### src/rtl/beta_mem_arbiter_if.sv
// rtl/beta_mem_arbiter_if.sv - Beta port, laser-fetch port and single-port RAM signal bundle
interface beta_mem_arbiter_if #(
  parameter int ADDR_W = 14
);
  logic              a_req;
  logic              a_we;
  logic [ADDR_W-1:0] a_addr;
  logic [31:0]       a_wdata;
  logic              a_gnt;
  logic              a_rvalid;
  logic [31:0]       a_rdata;

  logic              b_req;
  logic [ADDR_W-1:0] b_addr;
  logic              b_gnt;
  logic              b_rvalid;
  logic [31:0]       b_rdata;

  logic              ram_en;
  logic              ram_we;
  logic [ADDR_W-1:0] ram_addr;
  logic [31:0]       ram_din;
  logic [31:0]       ram_dout;

  modport slave (
    input  a_req, a_we, a_addr, a_wdata, b_req, b_addr, ram_dout,
    output a_gnt, a_rvalid, a_rdata, b_gnt, b_rvalid, b_rdata,
    output ram_en, ram_we, ram_addr, ram_din
  );

  modport master (
    output a_req, a_we, a_addr, a_wdata, b_req, b_addr, ram_dout,
    input  a_gnt, a_rvalid, a_rdata, b_gnt, b_rvalid, b_rdata,
    input  ram_en, ram_we, ram_addr, ram_din
  );
endinterface

### src/rtl/beta_mem_arbiter.sv
// rtl/beta_mem_arbiter.sv - two-port arbiter onto a 1-cycle-latency single-port RAM
// Optional Port B starvation guard enabled by macro BETA_ARB_STARVE_GUARD_EN.
module beta_mem_arbiter #(
  parameter int ADDR_W   = 14,
  parameter int MAX_WAIT = 4
) (
  input  logic                clk,
  input  logic                rst_n,
  beta_mem_arbiter_if.slave   bus
);

  logic              w_b_prio;
  logic              w_b_win;
  logic              w_a_gnt;
  logic              w_b_gnt;
  logic [ADDR_W-1:0] w_ram_addr;
  logic              r_a_rd;
  logic              r_b_rd;

`ifdef BETA_ARB_STARVE_GUARD_EN
  localparam int LP_CNT_W = $clog2(MAX_WAIT + 1);

  logic [LP_CNT_W-1:0] r_wait_cnt;

  always_ff @(posedge clk or negedge rst_n) begin
    if (!rst_n) begin
      r_wait_cnt <= '0;
    end else if (w_b_gnt || !bus.b_req) begin
      r_wait_cnt <= '0;
    end else if (r_wait_cnt != LP_CNT_W'(MAX_WAIT)) begin
      r_wait_cnt <= r_wait_cnt + 1'b1;
    end
  end

  assign w_b_prio = (r_wait_cnt == LP_CNT_W'(MAX_WAIT));
`else
  logic w_unused_max_wait;
  assign w_unused_max_wait = (MAX_WAIT != 0);
  assign w_b_prio          = 1'b0;
`endif

  // Grants are gated by rst_n so reset silences the RAM port without waiting for a clock.
  assign w_b_win = bus.b_req & (~bus.a_req | w_b_prio);
  assign w_a_gnt = rst_n & bus.a_req & ~w_b_win;
  assign w_b_gnt = rst_n & w_b_win;

  assign w_ram_addr   = w_b_gnt ? bus.b_addr : bus.a_addr;
  assign bus.a_gnt    = w_a_gnt;
  assign bus.b_gnt    = w_b_gnt;
  assign bus.ram_en   = w_a_gnt | w_b_gnt;
  assign bus.ram_we   = w_a_gnt & bus.a_we;
  assign bus.ram_addr = w_ram_addr;
  assign bus.ram_din  = bus.a_wdata;

  // Owner pipeline: one flag per port tracks the read whose data lands on ram_dout next cycle.
  always_ff @(posedge clk or negedge rst_n) begin
    if (!rst_n) begin
      r_a_rd <= 1'b0;
      r_b_rd <= 1'b0;
    end else begin
      r_a_rd <= w_a_gnt & ~bus.a_we;
      r_b_rd <= w_b_gnt;
    end
  end

  assign bus.a_rvalid = r_a_rd;
  assign bus.b_rvalid = r_b_rd;
  assign bus.a_rdata  = bus.ram_dout;
  assign bus.b_rdata  = bus.ram_dout;

endmodule

### src/flat_wrapper.sv
// flat-port wrapper written by rule: the top's interface ports become plain ports
module beta_mem_arbiter_flat 
#(
  parameter int ADDR_W   = 14,
  parameter int MAX_WAIT = 4
)
  (clk, rst_n, bus_a_req, bus_a_we, bus_a_addr, bus_a_wdata, bus_b_req, bus_b_addr, bus_ram_dout, bus_a_gnt, bus_a_rvalid, bus_a_rdata, bus_b_gnt, bus_b_rvalid, bus_b_rdata, bus_ram_en, bus_ram_we, bus_ram_addr, bus_ram_din);
  beta_mem_arbiter_if #(.ADDR_W(ADDR_W)) bus_i ();
  input  logic clk;
  input  logic rst_n;
  input wire logic [$bits(bus_i.a_req)-1:0] bus_a_req;
  input wire logic [$bits(bus_i.a_we)-1:0] bus_a_we;
  input wire logic [$bits(bus_i.a_addr)-1:0] bus_a_addr;
  input wire logic [$bits(bus_i.a_wdata)-1:0] bus_a_wdata;
  input wire logic [$bits(bus_i.b_req)-1:0] bus_b_req;
  input wire logic [$bits(bus_i.b_addr)-1:0] bus_b_addr;
  input wire logic [$bits(bus_i.ram_dout)-1:0] bus_ram_dout;
  output wire logic [$bits(bus_i.a_gnt)-1:0] bus_a_gnt;
  output wire logic [$bits(bus_i.a_rvalid)-1:0] bus_a_rvalid;
  output wire logic [$bits(bus_i.a_rdata)-1:0] bus_a_rdata;
  output wire logic [$bits(bus_i.b_gnt)-1:0] bus_b_gnt;
  output wire logic [$bits(bus_i.b_rvalid)-1:0] bus_b_rvalid;
  output wire logic [$bits(bus_i.b_rdata)-1:0] bus_b_rdata;
  output wire logic [$bits(bus_i.ram_en)-1:0] bus_ram_en;
  output wire logic [$bits(bus_i.ram_we)-1:0] bus_ram_we;
  output wire logic [$bits(bus_i.ram_addr)-1:0] bus_ram_addr;
  output wire logic [$bits(bus_i.ram_din)-1:0] bus_ram_din;
  assign bus_i.a_req = bus_a_req;
  assign bus_i.a_we = bus_a_we;
  assign bus_i.a_addr = bus_a_addr;
  assign bus_i.a_wdata = bus_a_wdata;
  assign bus_i.b_req = bus_b_req;
  assign bus_i.b_addr = bus_b_addr;
  assign bus_i.ram_dout = bus_ram_dout;
  assign bus_a_gnt = bus_i.a_gnt;
  assign bus_a_rvalid = bus_i.a_rvalid;
  assign bus_a_rdata = bus_i.a_rdata;
  assign bus_b_gnt = bus_i.b_gnt;
  assign bus_b_rvalid = bus_i.b_rvalid;
  assign bus_b_rdata = bus_i.b_rdata;
  assign bus_ram_en = bus_i.ram_en;
  assign bus_ram_we = bus_i.ram_we;
  assign bus_ram_addr = bus_i.ram_addr;
  assign bus_ram_din = bus_i.ram_din;
  beta_mem_arbiter #(.ADDR_W(ADDR_W), .MAX_WAIT(MAX_WAIT)) u_core (.clk(clk), .rst_n(rst_n), .bus(bus_i));
endmodule
### config.mk
export PLATFORM = sky130hd
export DESIGN_NAME = beta_mem_arbiter_flat
export DESIGN_NICKNAME = d
export VERILOG_FILES = /design/src/rtl/beta_mem_arbiter_if.sv /design/src/rtl/beta_mem_arbiter.sv /design/src/flat_wrapper.sv
export SDC_FILE = /design/constraint.sdc
export NUM_CORES = 1
export LEC_CHECK = 0
export BUFFER_PORTS_ARGS = -buffer_cell sky130_fd_sc_hd__buf_2
export CAP_MARGIN = 20
export CORE_AREA = 4 4 80 82
export DETAILED_ROUTE_END_ITERATION = 6
export DIE_AREA = 0 0 84 86
export PLACE_DENSITY_LB_ADDON = 0.15
export SETUP_SLACK_MARGIN = 0.05
export SLEW_MARGIN = 10
export SYNTH_ARGS = -nofsm -noshare
export SYNTH_HDL_FRONTEND = slang
export SYNTH_SLANG_ARGS = --single-unit
### constraint.sdc
create_clock -name clk -period 1.1 [get_ports clk]
set_input_delay 0.11 -clock clk [delete_from_list [all_inputs] [get_ports clk]]
set_output_delay 0.11 -clock clk [all_outputs]
set_load 0.02 [all_outputs]
=== Yosys cells after proc, flatten, opt, wreduce, memory -nomap -nowiden ===
Index checks and enable logic that the tools add are counted.

* Add/sub/neg operators: 0
* Multipliers: 0
* Divide/modulo/power cells: 0
* Magnitude comparators: 0
* Equality and inequality tests: 0
* Shifts and indexed selects: 0
* Mux-type cells: 1
* Bitwise logic cells: 10
* Reduce and logical (&&, ||, !) cells: 0

{| class="wikitable"
|+ Operators by type and width
! operator !! count
|-
| $mux W14 || 1
|-
| $and A1 B1 Y1 || 6
|-
| $not A1 Y1 || 3
|-
| $or A1 B1 Y1 || 1
|}

* Flip-flop bits (word level): 2
* Latch bits: 0
* Bits in writable memories: 0
* ROM bits: 0
* Input bits: 97
* Output and inout bits: 116
* Memories: 0

=== Logic depth before layout (Yosys ltp) ===
* Depth after elaboration: 5
* Mapped depth: 3

=== Least setup slack after synthesis ===
No wires, ideal clock.

* Path kind: input-to-output
* From: in bus_a_req
* To: out bus_ram_addr[10]
* Arrival time: 0.780 ns
* Slack: 0.210 ns
* Cell stages on the path: 3
* Buffers on the path: 1
* Cell sequence: nand3b_4 -> buf_6 -> mux2_4

* Cells in the longest elaborated chain, start to end: 4

{| class="wikitable"
|+ Ends and longest elaborated chain
! element !! RTL line !! text
|-
| start: declaration || flat_wrapper.sv:11 || <nowiki>input wire logic [$bits(bus_i.a_req)-1:0] bus_a_req;</nowiki>
|-
| $not A1 Y1 || beta_mem_arbiter.sv:43 || <nowiki>assign w_b_win = bus.b_req & (~bus.a_req | w_b_prio);</nowiki>
|-
| $and A1 B1 Y1 || beta_mem_arbiter.sv:43 ||
|-
| $and A1 B1 Y1 || beta_mem_arbiter.sv:45 || <nowiki>assign w_b_gnt = rst_n & w_b_win;</nowiki>
|-
| $mux W14 || beta_mem_arbiter.sv:47 || <nowiki>assign w_ram_addr = w_b_gnt ? bus.b_addr : bus.a_addr;</nowiki>
|-
| end: declaration || flat_wrapper.sv:26 || <nowiki>output wire logic [$bits(bus_i.ram_addr)-1:0] bus_ram_addr;</nowiki>
|}

No other way between the ends.

=== Worst setup path in the final report ===
* From: in bus_a_req
* To: out bus_ram_addr[2]

The elaborated chain is that of the path after synthesis.

==> results.sh <==
export IMPL_status="finished, final reports clean"
export IMPL_layout_setup_ws_ns=0.0585
export IMPL_synthFlopType="dfrtp_1"
export IMPL_ys_seq_area_share_pct=4.89
export IMPL_synth_seq_cells=2
export IMPL_synth_edf_count=0
export IMPL_routed_wl_um=2360
export IMPL_min_from="bus_a_we"
export IMPL_die_x_um=84
export IMPL_drive_gt1_share_pct=90.4
export IMPL_synth_area_leader_cell="buf_4"
export IMPL_diodes=0
export IMPL_p_comb_share_pct=45.3
export IMPL_power_leakage_nw=0.466
export IMPL_final_cell_area_sq_um=813
export IMPL_yosysMostFrequentCell="buf_4"
export IMPL_place_ws_ns=-0.0759
export IMPL_areaGrowthSynthToFinish_pct=-20.5
export IMPL_period_needed_ns=1.04
export IMPL_yosysWarnings=0
export IMPL_nets=182
export IMPL_tightest_slew_ns=0.186
export IMPL_row_count=28
export IMPL_crit_type="in2out"
export IMPL_wl_per_cell_um=14.9
export IMPL_drtAntennaViolNets=0
export IMPL_cts_buffers_inserted=3
export IMPL_arrival_ns=0.93
export IMPL_powerDensity_nw_per_um2=821
export IMPL_async_reset_ff_share_pct=100
export IMPL_start_util_pct=17.8
export IMPL_finalHoldViolCount=0
export IMPL_clock_sinks=2
export IMPL_root_buffer="clkbuf_8"
export IMPL_dpl_cell_area_sq_um=668
export IMPL_post_route_period_util_pct=94.7
export IMPL_place_congestion=0.794
export IMPL_syn_area_sq_um=1020
export IMPL_clockBufferDepth=2
export IMPL_grt_pass1_wl_um=3310
export IMPL_cts_tree="done"
export IMPL_drt_iter0_markers=5
export IMPL_synth_area_top_cells="buf_4, mux2_4, mux2_2, dfrtp_1, nand3b_4"
export IMPL_core_sq_um=5750
export IMPL_syn_avg_cell_area_sq_um=8.60
export IMPL_relSlewSlack_pct=87.6
export IMPL_grt_ovfl_total=0
export IMPL_die_height_um=86
export IMPL_p_switching_mw=0.191
export IMPL_path_clk_slew_ns=0.03
export IMPL_dieArea_sq_um=7220
export IMPL_setup_viol=0
export IMPL_total_power_mw=0.668
export IMPL_synthTopCellsByCount="buf_4, mux2_4, mux2_2"
export IMPL_cp_required_ns=0.99
export IMPL_yosysTopAreaCellShare_pct=70.4
export IMPL_fmax_mhz=960
export IMPL_vias=559
export IMPL_grt_pass1_vias=608
export IMPL_intPower_mw=0.477
export IMPL_yosysUniqueCellTypes=11
export IMPL_grt_max_degree=9
export IMPL_p_clk_share_pct=43.1
export IMPL_min_path_type="in2reg"
export IMPL_pin_count=213
export IMPL_startpoint="bus_a_req"
export IMPL_power_share_switching_pct=28.6
export IMPL_grt_antenna_before_repair=0
export IMPL_end_kind="output port"
export IMPL_netlist_instances=119
export IMPL_slew_viol_final=0
export IMPL_critical_path_peak_fanout=8
export IMPL_drc=0
export IMPL_synth_net_count=216
export IMPL_share_seq_of_total_power_pct=11.6
export IMPL_first_pass_iters=3
export IMPL_htreeDepth=1
export IMPL_rsz0062_at_grt="yes"
export IMPL_max_cap_violations=0
export IMPL_vias_per_cell=3.54
export IMPL_worst_setup_path_start_kind="input port"
export IMPL_ir_worst_vdd_v=0.000229
export IMPL_place_hpwl_um=2020
export IMPL_grtUsageTotal_pct=5.97
export IMPL_place_port_buffers=52
-- what timing repair did --
item,4_1_cts,5_1_grt
resized for setup,15,6
endpoints found under the setup margin,14,8
pin swaps,1,1
gates cloned,1,0
buffers inserted,0,1
hold endpoints to repair,2,0
hold buffers,1,0
-- area by class of cell --
class | count | area [sq um]
Fill cell | 648 | 4930
Multi-Input combinational cell | 20 | 262
Inverter | 1 | 3.75
Tap cell | 75 | 93.8
Timing Repair Buffer | 57 | 363
Sequential cell | 2 | 50.0
Clock buffer | 3 | 41.3
-- path summary, 6_finish.rpt --
| check | endpoint | cells past startpoint | slack, ns |
|---|---|---|---|
| setup / recovery | bus_ram_addr[2] | 4 | 0.06 |
| hold / removal | u_core.bus.a_rvalid$_DFF_PN0_ | 2 | 0.07 |
| max in group asynchronous | u_core.bus.b_rvalid$_DFF_PN0_ | 3 | 0.58 |
| min in group asynchronous | u_core.bus.a_rvalid$_DFF_PN0_ | 3 | 0.40 |
-- critical path, stage by stage --
cell	delay, ns
buf_8	0.10
nand3b_4	0.24
mux2_4	0.35
buf_6	0.13
-- layer usage --
layer  part of all wire [%]  vias up  global-route usage [%]
met2                     43      107                    9.69
met1                     24      219                    3.59
li1                       -      206                       -
met4                    7.3        0                    7.46
met5                      0        -                       0
met3                     25       27                    4.90
-- state kept, by name (all words and copies together), names as in the netlist --
name,flops
u_core.bus.a_rvalid,1
u_core.bus.b_rvalid,1
-- cells by family after synthesis --
family | after synthesis | share of synthesized area (%)
buf+inv | 98 | 71.9
compound gates | 1 | 0.734
mux | 14 | 18.7
simple gates | 4 | 3.79
flops | 2 | 4.89
-- metrics by stage --
| stage | hold WS [ns] | setup TNS, ns | util (%) | instances |
|---|---|---|---|---|
| floorplan | -0.186 | 0 | - | 119 |
| global placement | 0.0708 | -0.798 | 11.6 | 152 |
| detailed placement | 0.0556 | -0.980 | 11.6 | 152 |
| CTS | 0.0700 | 0 | 13.7 | 157 |
| global route | 0.0822 | 0 | 14.2 | 158 |
| finish | 0.0720 | 0 | 14.2 | 158 |
-- layout by cell type, fill, tap and decap left out --
| cell type | instances |
|---|---|
| and2_1 | 1 |
| inv_1 | 1 |
| buf_2 | 42 |
| and3_1 | 1 |
| buf_6 | 8 |
| buf_8 | 1 |
| mux2_4 | 10 |
| clkbuf_8 | 3 |
| o21a_1 | 1 |
| buf_4 | 5 |
| nand3b_4 | 2 |
| dfrtp_1 | 2 |
| dlygate4sd3_1 | 1 |
| mux2_2 | 4 |
| nor2b_1 | 1 |
-- power by group through the flow --
stage	Clock, mW	Sequential, mW	Combinational, mW
finish	0.288	0.0774	0.302
global placement	0	0.0783	0.262
global route	0.309	0.0777	0.321
CTS	0.299	0.0774	0.294
detailed placement	0	0.0781	0.258
floorplan	0	0.0822	0.645
Note: power is estimated with default switching activity, not from simulation.
